`src/rtl/fphub_pkg.sv`:
```
// fphub_pkg
//   Shared widths and payload types for the FPHUB adder align/add stage.
//   M    : mantissa width including the leading 1 (ILSB not included)
//   E    : exponent width
//   MEXT : mantissa width with the HUB implicit LSB appended
//   MSUM : adder result width (MEXT plus one carry bit)
package fphub_pkg;

  localparam int M    = 24;
  localparam int E    = 8;
  localparam int MEXT = M + 1;
  localparam int MSUM = M + 2;

  // Contents of the align register (stage A)
  typedef struct packed {
    logic [MEXT-1:0] mx_ext;
    logic [MEXT-1:0] my_al;
    logic            sx;
    logic            eff_sub;
    logic [E-1:0]    ez;
  } stage_a_t;

  // Contents of the add register (stage B), presented directly on out_*
  typedef struct packed {
    logic [MSUM-1:0] mz;
    logic [E-1:0]    ez;
    logic            sz;
    logic            zero;
  } out_t;

endpackage

```
`src/rtl/fphub_right_shifter.sv`:
```
// fphub_right_shifter
//   Combinational right shifter used to align the smaller-exponent mantissa.
//   Bits shifted past the LSB are discarded; any distance of W or more
//   produces all zeros.
//   din   : value to shift (W bits)
//   shamt : unsigned shift distance (SW bits)
//   dout  : din >> shamt, or 0 when shamt >= W
module fphub_right_shifter #(
  parameter int W  = 25,
  parameter int SW = 8
) (
  input  logic [W-1:0]  din,
  input  logic [SW-1:0] shamt,
  output logic [W-1:0]  dout
);

  logic [31:0] shamt_wide;

  // Compare in 32 bits so the saturation threshold never truncates
  assign shamt_wide = 32'(shamt);
  assign dout       = (shamt_wide >= 32'(W)) ? '0 : (din >> shamt);

endmodule

```
`src/rtl/fphub_align_add.sv`:
```
// fphub_align_add
//   Two-stage align/add pipeline of the FPHUB adder. Stage A appends the
//   HUB ILSB to both mantissas and right-aligns the smaller one; stage B
//   performs the effective add/subtract and produces an unnormalised
//   magnitude with sign, exponent and exact-zero flag.
//   clk, rst            : clock, asynchronous active-high reset
//   in_valid / in_ready : upstream handshake
//   in_sx, in_sy        : operand signs (larger / smaller exponent)
//   in_mx, in_my        : mantissas "1.M" (larger / smaller exponent)
//   in_ez               : result exponent
//   in_shamt            : exponent difference (unsigned)
//   out_valid/out_ready : downstream handshake
//   out_mz              : magnitude, bit M+1 carry, bit 0 at ILSB position
//   out_ez, out_sz      : exponent and sign of the result
//   out_zero            : result is exactly zero (reported as +0)
module fphub_align_add
  import fphub_pkg::*;
(
  input  logic            clk,
  input  logic            rst,
  input  logic            in_valid,
  output logic            in_ready,
  input  logic            in_sx,
  input  logic            in_sy,
  input  logic [M-1:0]    in_mx,
  input  logic [M-1:0]    in_my,
  input  logic [E-1:0]    in_ez,
  input  logic [E-1:0]    in_shamt,
  output logic            out_valid,
  input  logic            out_ready,
  output logic [MSUM-1:0] out_mz,
  output logic [E-1:0]    out_ez,
  output logic            out_sz,
  output logic            out_zero
);

  logic            valid_a;
  logic            valid_b;
  logic            ready_a;
  logic            ready_b;
  logic            init_done;
  stage_a_t        stage_a;
  out_t            stage_b;
  out_t            sum_next;
  logic [MEXT-1:0] my_shifted;
  logic [MSUM-1:0] mx_w;
  logic [MSUM-1:0] my_w;

  fphub_right_shifter #(
    .W  (MEXT),
    .SW (E)
  ) u_shifter (
    .din   ({in_my, 1'b1}),
    .shamt (in_shamt),
    .dout  (my_shifted)
  );

  // Stall chain: a stage may load when empty or when its successor drains
  assign ready_b  = !valid_b || out_ready;
  assign ready_a  = !valid_a || ready_b;
  assign in_ready = init_done && ready_a;

  // Holds in_ready low during reset and for the first cycle after release
  always_ff @(posedge clk or posedge rst) begin
    if (rst) begin
      init_done <= 1'b0;
    end else begin
      init_done <= 1'b1;
    end
  end

  // Stage A: capture extended and aligned mantissas on an input transfer
  always_ff @(posedge clk or posedge rst) begin
    if (rst) begin
      valid_a <= 1'b0;
      stage_a <= '0;
    end else if (in_ready) begin
      valid_a <= in_valid;
      if (in_valid) begin
        stage_a.mx_ext  <= {in_mx, 1'b1};
        stage_a.my_al   <= my_shifted;
        stage_a.sx      <= in_sx;
        stage_a.eff_sub <= in_sx ^ in_sy;
        stage_a.ez      <= in_ez;
      end
    end
  end

  // Effective add/subtract; a negative difference (only possible at equal
  // exponents) is turned into a magnitude with the sign flipped
  always_comb begin
    mx_w        = {1'b0, stage_a.mx_ext};
    my_w        = {1'b0, stage_a.my_al};
    sum_next    = '0;
    sum_next.ez = stage_a.ez;
    if (!stage_a.eff_sub) begin
      sum_next.mz = mx_w + my_w;
      sum_next.sz = stage_a.sx;
    end else if (mx_w >= my_w) begin
      sum_next.mz = mx_w - my_w;
      sum_next.sz = stage_a.sx;
    end else begin
      sum_next.mz = my_w - mx_w;
      sum_next.sz = !stage_a.sx;
    end
    sum_next.zero = (sum_next.mz == '0);
    if (sum_next.zero) begin
      sum_next.sz = 1'b0;
    end
  end

  // Stage B: the payload only changes when a new stage-A result moves in,
  // so a stalled output stays stable
  always_ff @(posedge clk or posedge rst) begin
    if (rst) begin
      valid_b <= 1'b0;
      stage_b <= '0;
    end else if (ready_b) begin
      valid_b <= valid_a;
      if (valid_a) begin
        stage_b <= sum_next;
      end
    end
  end

  assign out_valid = valid_b;
  assign out_mz    = stage_b.mz;
  assign out_ez    = stage_b.ez;
  assign out_sz    = stage_b.sz;
  assign out_zero  = stage_b.zero;

endmodule

```
`config.mk`:
```
export PLATFORM = sky130hd
export DESIGN_NAME = fphub_align_add
export DESIGN_NICKNAME = d
export VERILOG_FILES = /design/src/rtl/fphub_pkg.sv /design/src/rtl/fphub_right_shifter.sv /design/src/rtl/fphub_align_add.sv
export SDC_FILE = /design/constraint.sdc
export NUM_CORES = 1
export LEC_CHECK = 0
export BUFFER_PORTS_ARGS = -buffer_cell sky130_fd_sc_hd__buf_2
export CAP_MARGIN = 40
export CORE_MARGIN = 2
export CORE_UTILIZATION = 45
export CTS_BUF_LIST = sky130_fd_sc_hd__clkbuf_2 sky130_fd_sc_hd__clkbuf_4 sky130_fd_sc_hd__clkbuf_8
export DETAILED_ROUTE_END_ITERATION = 7
export PLACE_DENSITY = 0.66
export SLEW_MARGIN = 25
export SYNTH_ARGS = -nofsm -noshare
export SYNTH_HDL_FRONTEND = slang
export SYNTH_HIERARCHICAL = 1
export SYNTH_SLANG_ARGS = --single-unit
```
`constraint.sdc`:
```
create_clock -name clk -period 7.2 [get_ports clk]
set_input_delay 1.08 -clock clk [delete_from_list [all_inputs] [get_ports clk]]
set_output_delay 1.08 -clock clk [all_outputs]
set_load 0.005 [all_outputs]
```
==> run_summary.xml <==
<?xml version="1.0" encoding="UTF-8"?>
<metrics>
  <group name="power_and_ir_drop">
    <metric name="pwr_cell_area" unit="nW/um^2">215</metric>
    <metric name="power_leakage" unit="nW">4.67</metric>
    <metric name="power.ir.vdd_worst" unit="mV">0.116</metric>
    <metric name="total_power_after_layout" unit="W">0.00226</metric>
  </group>
  <group name="global_route">
    <metric name="grt_remaining_overflow" unit="">0</metric>
    <metric name="grt_use_total" unit="%">25.3</metric>
    <metric name="global_route_wire_length_before_repair" unit="mm">44.8</metric>
    <metric name="grt_antenna_before_repair" unit="">0</metric>
    <metric name="grt_pass1_vias" unit="">8215</metric>
    <metric name="largest_net_degree_at_the_start_of_global_routing" unit="">63</metric>
  </group>
  <group name="synthesis">
    <metric name="synthesis.area_per_instance" unit="um^2">8.83</metric>
    <metric name="ys.warnings.count" unit="">6</metric>
    <metric name="seq_total_area_yosys" unit="%">25.8</metric>
    <metric name="post_synth_main_area_contributors" unit="">dfrtp_1, ha_1, mux2_2</metric>
    <metric name="synth_flop_cell" unit="">dfrtp_1</metric>
    <metric name="yosys.cell_types.count" unit="">93</metric>
    <metric name="syn_area" unit="um^2">9610</metric>
    <metric name="synth_top_area_share" unit="%">25.8</metric>
    <metric name="synth_edf_count" unit="">0</metric>
    <metric name="synth_top_cell_by_area" unit="">dfrtp_1</metric>
    <metric name="share_of_synthesized_flip_flops_with_an_asynchronous_set_or_reset" unit="%">100</metric>
    <metric name="synth_seq_cells" unit="">99</metric>
    <metric name="postSynthCellCount" unit="">1088</metric>
  </group>
  <group name="run">
    <metric name="max_cap_violations" unit="">0</metric>
  </group>
  <group name="place">
    <metric name="placed_cells" unit="">1418</metric>
    <metric name="hpwlAfterDp" unit="mm">22.3</metric>
    <metric name="io_buffer_count" unit="">107</metric>
    <metric name="gpl.final_weighted_congestion" unit="">0.973</metric>
    <metric name="placed_standard_cell_area" unit="um^2">10300</metric>
  </group>
  <group name="final_layout">
    <metric name="diodes_inserted" unit="">0</metric>
    <metric name="layout.nets" unit="">1307</metric>
    <metric name="layout.cells.non_filler" unit="">1436</metric>
    <metric name="most-common-layout-cells" unit="">buf_2, dfrtp_1, mux2_2, a21oi_1, nand2_1</metric>
    <metric name="regArea" unit="um^2">2480</metric>
    <metric name="layout_cells_sized_above_1" unit="%">22.3</metric>
    <metric name="final_common_cell" unit="">buf_2</metric>
    <metric name="multiInputGateArea" unit="um^2">6510</metric>
    <metric name="areaGrowthSynthToFinish" unit="%">9.19</metric>
    <metric name="final_cell_area" unit="um^2">10500</metric>
    <metric name="nFillCells" unit="">2039</metric>
  </group>
  <group name="timing">
    <metric name="finalSetupTns" unit="ns">0</metric>
    <metric name="post_route_fraction_of_the_period_consumed_by_the_critical_path" unit="%">66.9</metric>
    <metric name="fin_worst_skew" unit="ns">0.0155</metric>
    <metric name="timing.final.crit_period" unit="ns">4.82</metric>
    <metric name="finalHoldViolCount" unit="">0</metric>
    <metric name="timing.fmax" unit="MHz">207</metric>
    <metric name="slew_headroom" unit="%">42.6</metric>
    <metric name="worst_pin_slew" unit="ns">0.859</metric>
    <metric name="finalMaxSlewViolations" unit="">0</metric>
    <metric name="timing.hold.ws" unit="ns">0.480</metric>
    <metric name="setup_viol" unit="">0</metric>
    <metric name="grt_setup_unrepaired" unit="">no</metric>
  </group>
  <group name="detailed_routing">
    <metric name="via_per_inst" unit="">6.12</metric>
    <metric name="antenna_left" unit="">0</metric>
    <metric name="wire_per_inst" unit="um">20.0</metric>
    <metric name="route.final.wire_length" unit="mm">28.7</metric>
    <metric name="firstDrtPassIters" unit="">6</metric>
    <metric name="dr_total_vias" unit="">8783</metric>
    <metric name="drc" unit="">0</metric>
    <metric name="detail_route.iter0.violations" unit="">612</metric>
  </group>
  <group name="critical_path">
    <metric name="setup.worst_path.end_class" unit="">register</metric>
    <metric name="worstSetupStartpoint" unit="">mx_w[17]$_DFFE_PP0P_</metric>
    <metric name="timing.reg2reg.worst_path_depth" unit="">13</metric>
    <metric name="reg2reg_launch_point" unit="">mx_w[17]$_DFFE_PP0P_</metric>
    <metric name="start_kind" unit="">register</metric>
    <metric name="setup.worst_path.end" unit="">out_sz$_DFFE_PP0P_</metric>
    <metric name="worstSetupPathType" unit="">register to register</metric>
    <metric name="worstPathMaxFanout" unit="">18</metric>
    <metric name="worst_r2r_endpoint" unit="">out_sz$_DFFE_PP0P_</metric>
    <metric name="rrSetupSlack" unit="ns">2.38</metric>
    <metric name="data_arrival_critical_path" unit="ns">5.10</metric>
    <metric name="crit_required" unit="ns">7.48</metric>
  </group>
  <group name="min_path">
    <metric name="min-delay-path-class" unit="">register to register</metric>
  </group>
  <group name="floorplan">
    <metric name="rows" unit="">53</metric>
    <metric name="dieArea" unit="um^2">22500</metric>
    <metric name="fp.dieW" unit="um">150</metric>
    <metric name="pin_count" unit="">108</metric>
    <metric name="start_util" unit="%">45.7</metric>
    <metric name="core" unit="um^2">21000</metric>
    <metric name="die_h" unit="um">150</metric>
  </group>
  <group name="clock_network">
    <metric name="cts.path.max_buffers" unit="">2</metric>
    <metric name="cts_made_buffers" unit="">9</metric>
    <metric name="postCtsSetupRepairBufs" unit="">0</metric>
    <metric name="cts_sinks" unit="">99</metric>
    <metric name="clock_latency" unit="ns">0.40</metric>
    <metric name="cts_hold_buf" unit="">0</metric>
    <metric name="cts_repair_resizes" unit="">0</metric>
    <metric name="root_buffer" unit="">clkbuf_8</metric>
    <metric name="tritoncts" unit="">yes</metric>
    <metric name="cts.htree.levels" unit="">3</metric>
    <metric name="clk_pin_slew_worst_paths" unit="ns">0.10</metric>
  </group>
  <group name="outcome">
    <metric name="status" unit="">completed</metric>
  </group>
</metrics>
-- sequential cells by signal (all words and copies together), names as in the netlist --
name,count
out_mz,26
mx_w,25
my_w,25
stage_a,10
out_ez,8
init_done,1
out_sz,1
out_valid,1
out_zero,1
valid_a,1
-- layer usage --
layer | part of all wire, % | GRT usage, %
met2 | 45 | 39.8
met4 | 2.3 | 7.45
met5 | 0 | 0
met3 | 6.2 | 4.09
met1 | 46 | 35.8
-- Yosys cell counts, drive strengths merged, types with 28 or more instances --
library cell and instances:
ha 78, nand2 81, mux2 87, nand3 36, dfrtp 99, nor2 71, buf 28, clkbuf 33
o21ai 57, mux2i 31, a21oi 82, inv 79
-- worst max-delay path, cell delays in order (launching register included) --
cell and delay (ns):
dfrtp_1 0.41, inv_1 0.06, ha_1 0.58, nand2_1 0.17, or4_4 0.60, a2111oi_4 0.26, o21a_1 0.63, nor2_4 0.17
nor3b_1 0.22, o311ai_0 0.22, or4_1 0.45, or4_1 0.49, nor4_2 0.34, nor2_1 0.09
-- report_power, final --
| group | internal (W) | total (W) | switching (W) |
|---|---|---|---|
| sequential | 0.000690 | 0.000776 | 0.0000860 |
| clock | 0.000132 | 0.000356 | 0.000224 |
| combinational | 0.000460 | 0.00113 | 0.000669 |
| total | 0.00128 | 0.00226 | 0.000979 |
-- cells by family after synthesis --
| kind of cell | count (synthesis) | synth area share (%) |
|---|---|---|
| flops | 99 | 25.8 |
| xor+xnor | 19 | 1.73 |
| fa+ha+maj | 81 | 10.8 |
| other cells | 1 | 0.0390 |
| mux | 133 | 17.1 |
| simple gates | 300 | 15.8 |
| buf+inv | 141 | 6.54 |
| compound gates | 314 | 22.2 |
-- per-stage QoR --
step,utilization (%),worst slack [ns]
final,49.9,2.38
after global routing,49.9,2.08
after CTS,49.7,2.41
after detailed placement,48.8,2.44
after global placement,48.6,2.57
after floorplan,-,3.46
-- cell type report --
type,count,share of cell area [%]
Tap cell,275,3.28
Timing Repair Buffer,117,6.39
Sequential cell,99,23.6
Clock buffer,9,1.18
Inverter,80,2.89
Multi-Input combinational cell,849,62.1
Clock inverter,7,0.584
-- how the worst min path moves through the flow --
stage / start / end / cells past startpoint
2_1_floorplan: valid_a$_DFFE_PP0P_ / out_valid$_DFFE_PP0N_ / 2
6_report: out_mz[8]$_DFFE_PP0P_ / out_mz[8]$_DFFE_PP0P_ / 2
3_3_place_gp: out_mz[19]$_DFFE_PP0P_ / out_mz[19]$_DFFE_PP0P_ / 2
3_5_place_dp: out_mz[7]$_DFFE_PP0P_ / out_mz[7]$_DFFE_PP0P_ / 2
5_1_grt: out_mz[1]$_DFFE_PP0P_ / out_mz[1]$_DFFE_PP0P_ / 1
4_1_cts: out_mz[7]$_DFFE_PP0P_ / out_mz[7]$_DFFE_PP0P_ / 2
No activity file was read; power rests on OpenSTA's default activity.
